--- src/rtl/multicycle_ctrl_fsm.sv ---
// Multicycle MIPS control unit: Moore FSM whose selects and enables depend on the state only.
// Define CTRL_OVF_EXC_EN to trap ALU overflow on add/sub/addi into an overflow exception.
module multicycle_ctrl_fsm #(
    parameter int unsigned MEM_WAIT = 1,
    parameter int unsigned SEL_W    = 3,
    parameter int unsigned STATE_W  = 5
) (
    input  logic               clock,
    input  logic               reset,
    input  logic [5:0]         op,
    input  logic [5:0]         funct,
    input  logic               overflow,
    output logic [SEL_W-1:0]   IorD,
    output logic               MemOp,
    output logic [SEL_W-1:0]   ALUSrcA,
    output logic [SEL_W-1:0]   ALUSrcB,
    output logic [SEL_W-1:0]   ALUOp,
    output logic [1:0]         PCSource,
    output logic               ExcSel,
    output logic               PCWrite,
    output logic               PCWriteCond,
    output logic               EPCWrite,
    output logic               IRWrite,
    output logic               AWrite,
    output logic               BWrite,
    output logic               ALUWrite,
    output logic               MDRWrite,
    output logic               RegWrite,
    output logic [2:0]         Cond,
    output logic [1:0]         RegDst,
    output logic [1:0]         MemToReg,
    output logic [STATE_W-1:0] state_o
);

    localparam int unsigned WAIT_W = 4;
    localparam int unsigned WaitLastInt = (MEM_WAIT > 0) ? MEM_WAIT - 1 : 0;
    localparam logic [WAIT_W-1:0] WaitLast = WAIT_W'(WaitLastInt);

    typedef enum logic [STATE_W-1:0] {
        StReset, StFetch, StFwait, StIrLoad, StDecode,
        StRExec, StRWb, StAddiExec, StIWb,
        StLwAddr, StLwMem, StLwWait, StLwMdr, StLwWb,
        StSwAddr, StSwMem, StBeq, StBne, StJump,
        StOpcExc, StOvfExc
    } state_e;

    state_e            state_q, state_d;
    logic [WAIT_W-1:0] cnt_q, cnt_d;
    logic [SEL_W-1:0]  alu_op_q, alu_op_d;

    always_ff @(posedge clock or negedge reset) begin
        if (!reset) begin
            state_q  <= StReset;
            cnt_q    <= '0;
            alu_op_q <= '0;
        end else begin
            state_q  <= state_d;
            cnt_q    <= cnt_d;
            alu_op_q <= alu_op_d;
        end
    end

`ifndef CTRL_OVF_EXC_EN
    logic unused_overflow;
    assign unused_overflow = overflow;
`endif

    always_comb begin
        state_d  = state_q;
        cnt_d    = cnt_q;
        alu_op_d = alu_op_q;
        case (state_q)
            StReset:  state_d = StFetch;
            StFetch: begin
                cnt_d   = '0;
                state_d = (MEM_WAIT > 0) ? StFwait : StIrLoad;
            end
            StFwait: begin
                if (cnt_q == WaitLast) state_d = StIrLoad;
                else                   cnt_d   = cnt_q + WAIT_W'(1);
            end
            StIrLoad: state_d = StDecode;
            StDecode: begin
                case (op)
                    6'h00: begin
                        state_d = StRExec;
                        case (funct)
                            6'h20:   alu_op_d = SEL_W'(1);
                            6'h22:   alu_op_d = SEL_W'(2);
                            6'h24:   alu_op_d = SEL_W'(3);
                            default: state_d  = StOpcExc;
                        endcase
                    end
                    6'h08:   state_d = StAddiExec;
                    6'h23:   state_d = StLwAddr;
                    6'h2B:   state_d = StSwAddr;
                    6'h04:   state_d = StBeq;
                    6'h05:   state_d = StBne;
                    6'h02:   state_d = StJump;
                    default: state_d = StOpcExc;
                endcase
            end
            StRExec: begin
                state_d = StRWb;
`ifdef CTRL_OVF_EXC_EN
                // Logical and cannot overflow; only add/sub trap.
                if (overflow && alu_op_q != SEL_W'(3)) state_d = StOvfExc;
`endif
            end
            StAddiExec: begin
                state_d = StIWb;
`ifdef CTRL_OVF_EXC_EN
                if (overflow) state_d = StOvfExc;
`endif
            end
            StLwAddr: state_d = StLwMem;
            StLwMem: begin
                cnt_d   = '0;
                state_d = (MEM_WAIT > 0) ? StLwWait : StLwMdr;
            end
            StLwWait: begin
                if (cnt_q == WaitLast) state_d = StLwMdr;
                else                   cnt_d   = cnt_q + WAIT_W'(1);
            end
            StLwMdr:  state_d = StLwWb;
            StSwAddr: state_d = StSwMem;
            StRWb, StIWb, StLwWb, StSwMem, StBeq, StBne, StJump, StOpcExc, StOvfExc:
                state_d = StFetch;
            default:  state_d = StReset;
        endcase
    end

    // Outputs are forced low while reset is held, even though the state already reads RESET.
    always_comb begin
        IorD        = '0;
        MemOp       = 1'b0;
        ALUSrcA     = '0;
        ALUSrcB     = '0;
        ALUOp       = '0;
        PCSource    = 2'd0;
        ExcSel      = 1'b0;
        PCWrite     = 1'b0;
        PCWriteCond = 1'b0;
        EPCWrite    = 1'b0;
        IRWrite     = 1'b0;
        AWrite      = 1'b0;
        BWrite      = 1'b0;
        ALUWrite    = 1'b0;
        MDRWrite    = 1'b0;
        RegWrite    = 1'b0;
        Cond        = 3'd0;
        RegDst      = 2'd0;
        MemToReg    = 2'd0;
        if (reset) begin
            case (state_q)
                StReset: begin
                    RegWrite = 1'b1;
                    RegDst   = 2'd2;
                    MemToReg = 2'd2;
                end
                StFetch: begin
                    ALUSrcB = SEL_W'(1);
                    ALUOp   = SEL_W'(1);
                    PCWrite = 1'b1;
                end
                StIrLoad: IRWrite = 1'b1;
                StDecode: begin
                    AWrite   = 1'b1;
                    BWrite   = 1'b1;
                    ALUWrite = 1'b1;
                    ALUSrcB  = SEL_W'(3);
                    ALUOp    = SEL_W'(1);
                end
                StRExec: begin
                    ALUSrcA  = SEL_W'(1);
                    ALUOp    = alu_op_q;
                    ALUWrite = 1'b1;
                end
                StRWb: begin
                    RegWrite = 1'b1;
                    RegDst   = 2'd1;
                end
                StAddiExec, StLwAddr, StSwAddr: begin
                    ALUSrcA  = SEL_W'(1);
                    ALUSrcB  = SEL_W'(2);
                    ALUOp    = SEL_W'(1);
                    ALUWrite = 1'b1;
                end
                StIWb:   RegWrite = 1'b1;
                StLwMem: IorD     = SEL_W'(1);
                StLwMdr: MDRWrite = 1'b1;
                StLwWb: begin
                    RegWrite = 1'b1;
                    MemToReg = 2'd1;
                end
                StSwMem: begin
                    IorD  = SEL_W'(1);
                    MemOp = 1'b1;
                end
                StBeq, StBne: begin
                    ALUSrcA     = SEL_W'(1);
                    ALUOp       = SEL_W'(2);
                    PCWriteCond = 1'b1;
                    PCSource    = 2'd1;
                    Cond        = (state_q == StBeq) ? 3'd1 : 3'd2;
                end
                StJump: begin
                    PCWrite  = 1'b1;
                    PCSource = 2'd2;
                end
                StOpcExc, StOvfExc: begin
                    EPCWrite = 1'b1;
                    PCWrite  = 1'b1;
                    PCSource = 2'd3;
                    ExcSel   = (state_q == StOvfExc);
                end
                default: ;
            endcase
        end
    end

    assign state_o = state_q;

endmodule

--- config.mk ---
export PLATFORM = sky130hd
export DESIGN_NAME = multicycle_ctrl_fsm
export DESIGN_NICKNAME = d
export VERILOG_FILES = /design/src/rtl/multicycle_ctrl_fsm.sv
export SDC_FILE = /design/constraint.sdc
export NUM_CORES = 1
export LEC_CHECK = 0
export CORE_UTILIZATION = 45
export CTS_BUF_LIST = sky130_fd_sc_hd__clkbuf_4 sky130_fd_sc_hd__clkbuf_8 sky130_fd_sc_hd__clkbuf_16
export DETAILED_ROUTE_END_ITERATION = 8
export PLACE_DENSITY_LB_ADDON = 0.25
export SLEW_MARGIN = 0
export SYNTH_ARGS = -nofsm -noshare
export SYNTH_HDL_FRONTEND = slang
export SYNTH_SLANG_ARGS = --single-unit
--- constraint.sdc ---
create_clock -name clock -period 5.4 [get_ports clock]
set_input_delay 1.62 -clock clock [delete_from_list [all_inputs] [get_ports clock]]
set_output_delay 1.62 -clock clock [all_outputs]
set_load 0.02 [all_outputs]
==> out/results.ini <==
[floorplan]
initial_core_util_pct=47.3
io_pins=52
core_um2=2730
die_h_um=55.6
die_w_um=55.6
dieArea_um2=3090
fp-row-count=19

[detailed_routing]
vias=1403
avgRoutedWirePerCell_um=13.4
final_antenna_net_count=0
totalWireLength_um=3180
viasPerCell=5.89
drtIter0Drc=26
drtPass1Iterations=4
drc=0

[worst_setup_path]
crit_fanout=7
cp-start-kind=input pin
crit-reg2reg-launch=state_o[1]
critPathCaptureType=primary output
rr_worst_depth=4
critPathArrivalTime_ns=3.47
path_class=in -> out
startpoint=reset
critical_path_required_ns=3.78

[min_path]
hp-start=alu_op_q[0]
min_path_type=reg -> reg
hold_depth=1

[synthesis]
synth_area_per_cell_um2=7.43
netlist_area_um2=1290
ys.flop_type=dfrtp_1
yosys_warnings=0
synth-seq-cells=11
seq_area_frac_synth_pct=21.3
synth_edf_count=0
async_flop_share_pct=100
synth_cells=174
synth_cell_types=51

[timing]
tns_ns=0
fin_crit_ns=5.09
period_share_pct=94.3
slew_viol_final=0
grt_setup_unrepaired=false
finalClockSkew_ns=0.00549
max_freq_mhz=196
setup_violations=0
worstMarginPinSlew_ns=0.755
slew-limit-headroom_pct=49.0
finalHoldViolCount=0

[final_layout]
nNetsFinal=225
drive_above_1_share_pct=6.28
final_cells=238
area_growth_pct=31.4
fillers=264
diodes=0

[power]
power.internal_uw=292
power_uw=595
switching_share_pct=50.9
switchingPower_uw=303
power_leakage_nw=0.623
pwr-share-comb_pct=60.8
ir_drop_mv=0.219
pwr-share-seq_pct=29.1
clock_power_share_pct=10.1
p_per_area_nw_per_um2=351

[cts]
tritoncts=yes
clock_latency_ns=0.28
cts.sinks=11
cts_htree_levels=1
cts_made_buffers=3
cts_hold_buffers=0
cts_root_buffer=clkbuf_4
cts_buffer_depth=2
clk_pin_slew_ns=0.07
cts_resized=0
post_cts_buffers=0

[grt]
track_usage_pct=20.7
grt_pass1_vias=1201
antenna_found_initial=0
overflow=0
grt_max_degree=27
grt_pass1_wl_um=5100

[placement]
placed_cells_incl_taps=234
port_buffers=43
gp_congestion=0.827
place_hpwl_um=2400

[run_status]
status=complete, no violations

[run]
max_cap_viol_count=0

-- per-layer routing --
metal / share of wire [%] / global-route usage [%] / vias up
li1: - / - / 686
met3: 4.0 / 2.09 / 5
met5: 0 / 0 / -
met2: 52 / 36.5 / 42
met1: 42 / 23.8 / 670
met4: 2.0 / 12.9 / 0
-- placed cells by master, fill, tap and decap left out, types with 2 or more instances in the layout --
| cell type | netlist | final |
|---|---|---|
| nand2b_1 | 5 | 5 |
| or3_1 | 4 | 4 |
| xor2_1 | 3 | 3 |
| clkbuf_4 | 0 | 3 |
| a211o_1 | 2 | 2 |
| a22o_1 | 2 | 2 |
| or3b_2 | 2 | 2 |
| clkdlybuf4s50_1 | 0 | 43 |
| nand3_1 | 7 | 7 |
| conb_1 | 1 | 7 |
| nor3b_1 | 4 | 4 |
| nor2_1 | 14 | 14 |
| nor3_1 | 10 | 10 |
| nand3b_1 | 3 | 3 |
| o31a_1 | 2 | 2 |
| nor4b_1 | 2 | 2 |
| xnor2_1 | 2 | 2 |
| o21ai_0 | 10 | 10 |
| dfrtp_1 | 11 | 11 |
| and2_1 | 3 | 3 |
| nor4_1 | 4 | 4 |
| o21a_1 | 2 | 2 |
| and3b_1 | 2 | 2 |
| nand2_1 | 12 | 12 |
| a21o_1 | 2 | 2 |
| o211ai_1 | 2 | 2 |
| ha_1 | 2 | 2 |
| a221oi_1 | 2 | 2 |
| nor2b_1 | 5 | 5 |
| inv_1 | 5 | 5 |
| a21oi_1 | 11 | 11 |
-- cell type report --
type / count / area, um^2 / share of cell area [%]
Tap cell: 31 / 38.8 / 2.28
Timing Repair Buffer: 44 / 438 / 25.8
Inverter: 5 / 18.8 / 1.11
Clock inverter: 1 / 5.00 / 0.295
Sequential cell: 11 / 275 / 16.2
Clock buffer: 3 / 22.5 / 1.33
Multi-Input combinational cell: 143 / 900 / 53.0
-- synthesized netlist by cell type (4+ instances only) --
library cell	count	share of area, %
clkbuf_1	7	2.0
nor2b_1	5	2.4
dfrtp_1	11	21
inv_1	5	1.5
o21ai_0	10	3.9
nor3b_1	4	2.3
a21oi_1	11	4.3
nand3_1	7	2.7
or3_1	4	1.9
nor2_1	14	4.1
nor4_1	4	1.9
buf_2	4	1.5
nand2b_1	5	2.4
buf_4	8	4.6
nand2_1	12	3.5
nor3_1	10	3.9
-- critical path, stage by stage --
cell             delay (ns)
clkdlybuf4s50_1        0.51
nand2b_1               0.15
or3_1                  0.41
nor3_1                 0.15
clkdlybuf4s50_1        0.64
-- sequential cells by signal, summed over array words and instances (netlist names) --
| signal | flops |
|---|---|
| alu_op_q | 2 |
| cnt_q | 4 |
| state_o | 5 |
-- power groups by stage --
stage	registers [mW]	logic [mW]	clock network, mW
final	0.173	0.362	0.0599
after global routing	0.180	0.392	0.0642
after CTS	0.172	0.362	0.0632
after detailed placement	0.174	0.361	0
after global placement	0.173	0.354	0
after floorplan	0.131	0.282	0
-- metrics by stage --
| step | utilization (%) | instance area, um^2 | setup WS, ns | hold WS (ns) |
|---|---|---|---|---|
| after floorplan | - | 1320 | 1.21 | 0.451 |
| after global placement | 61.1 | 1670 | 0.297 | 0.501 |
| after detailed placement | 61.1 | 1670 | 0.295 | 0.492 |
| after CTS | 62.1 | 1700 | 0.301 | 0.512 |
| after global routing | 62.1 | 1700 | 0.175 | 0.525 |
| final | 62.1 | 1700 | 0.306 | 0.511 |
-- logic make-up (layout without fill, tap and decap cells) --
| kind of cell | after synthesis | count (layout) | synth area share, % |
|---|---|---|---|
| other | 1 | 7 | 0.290 |
| AO/OA/AOI/OAI | 45 | 45 | 25.0 |
| adder cells (fa/ha/maj) | 2 | 2 | 1.94 |
| flip-flops | 11 | 11 | 21.3 |
| buffers and inverters | 26 | 53 | 10.8 |
| XOR/XNOR | 5 | 5 | 3.39 |
| multiplexers | 1 | 1 | 0.871 |
| AND/OR/NAND/NOR | 83 | 83 | 36.4 |
-- worst paths after layout --
path | slack, ns | endpoint
min in group asynchronous | 1.71 | state_o[4]
max in group asynchronous | 3.52 | alu_op_q[1]
min | 0.51 | alu_op_q[0]
max reg2reg | 3.08 | cnt_q[0]
min reg2reg | 0.51 | alu_op_q[0]
max | 0.31 | RegDst[1]
Power figures use the tool's default switching activity.
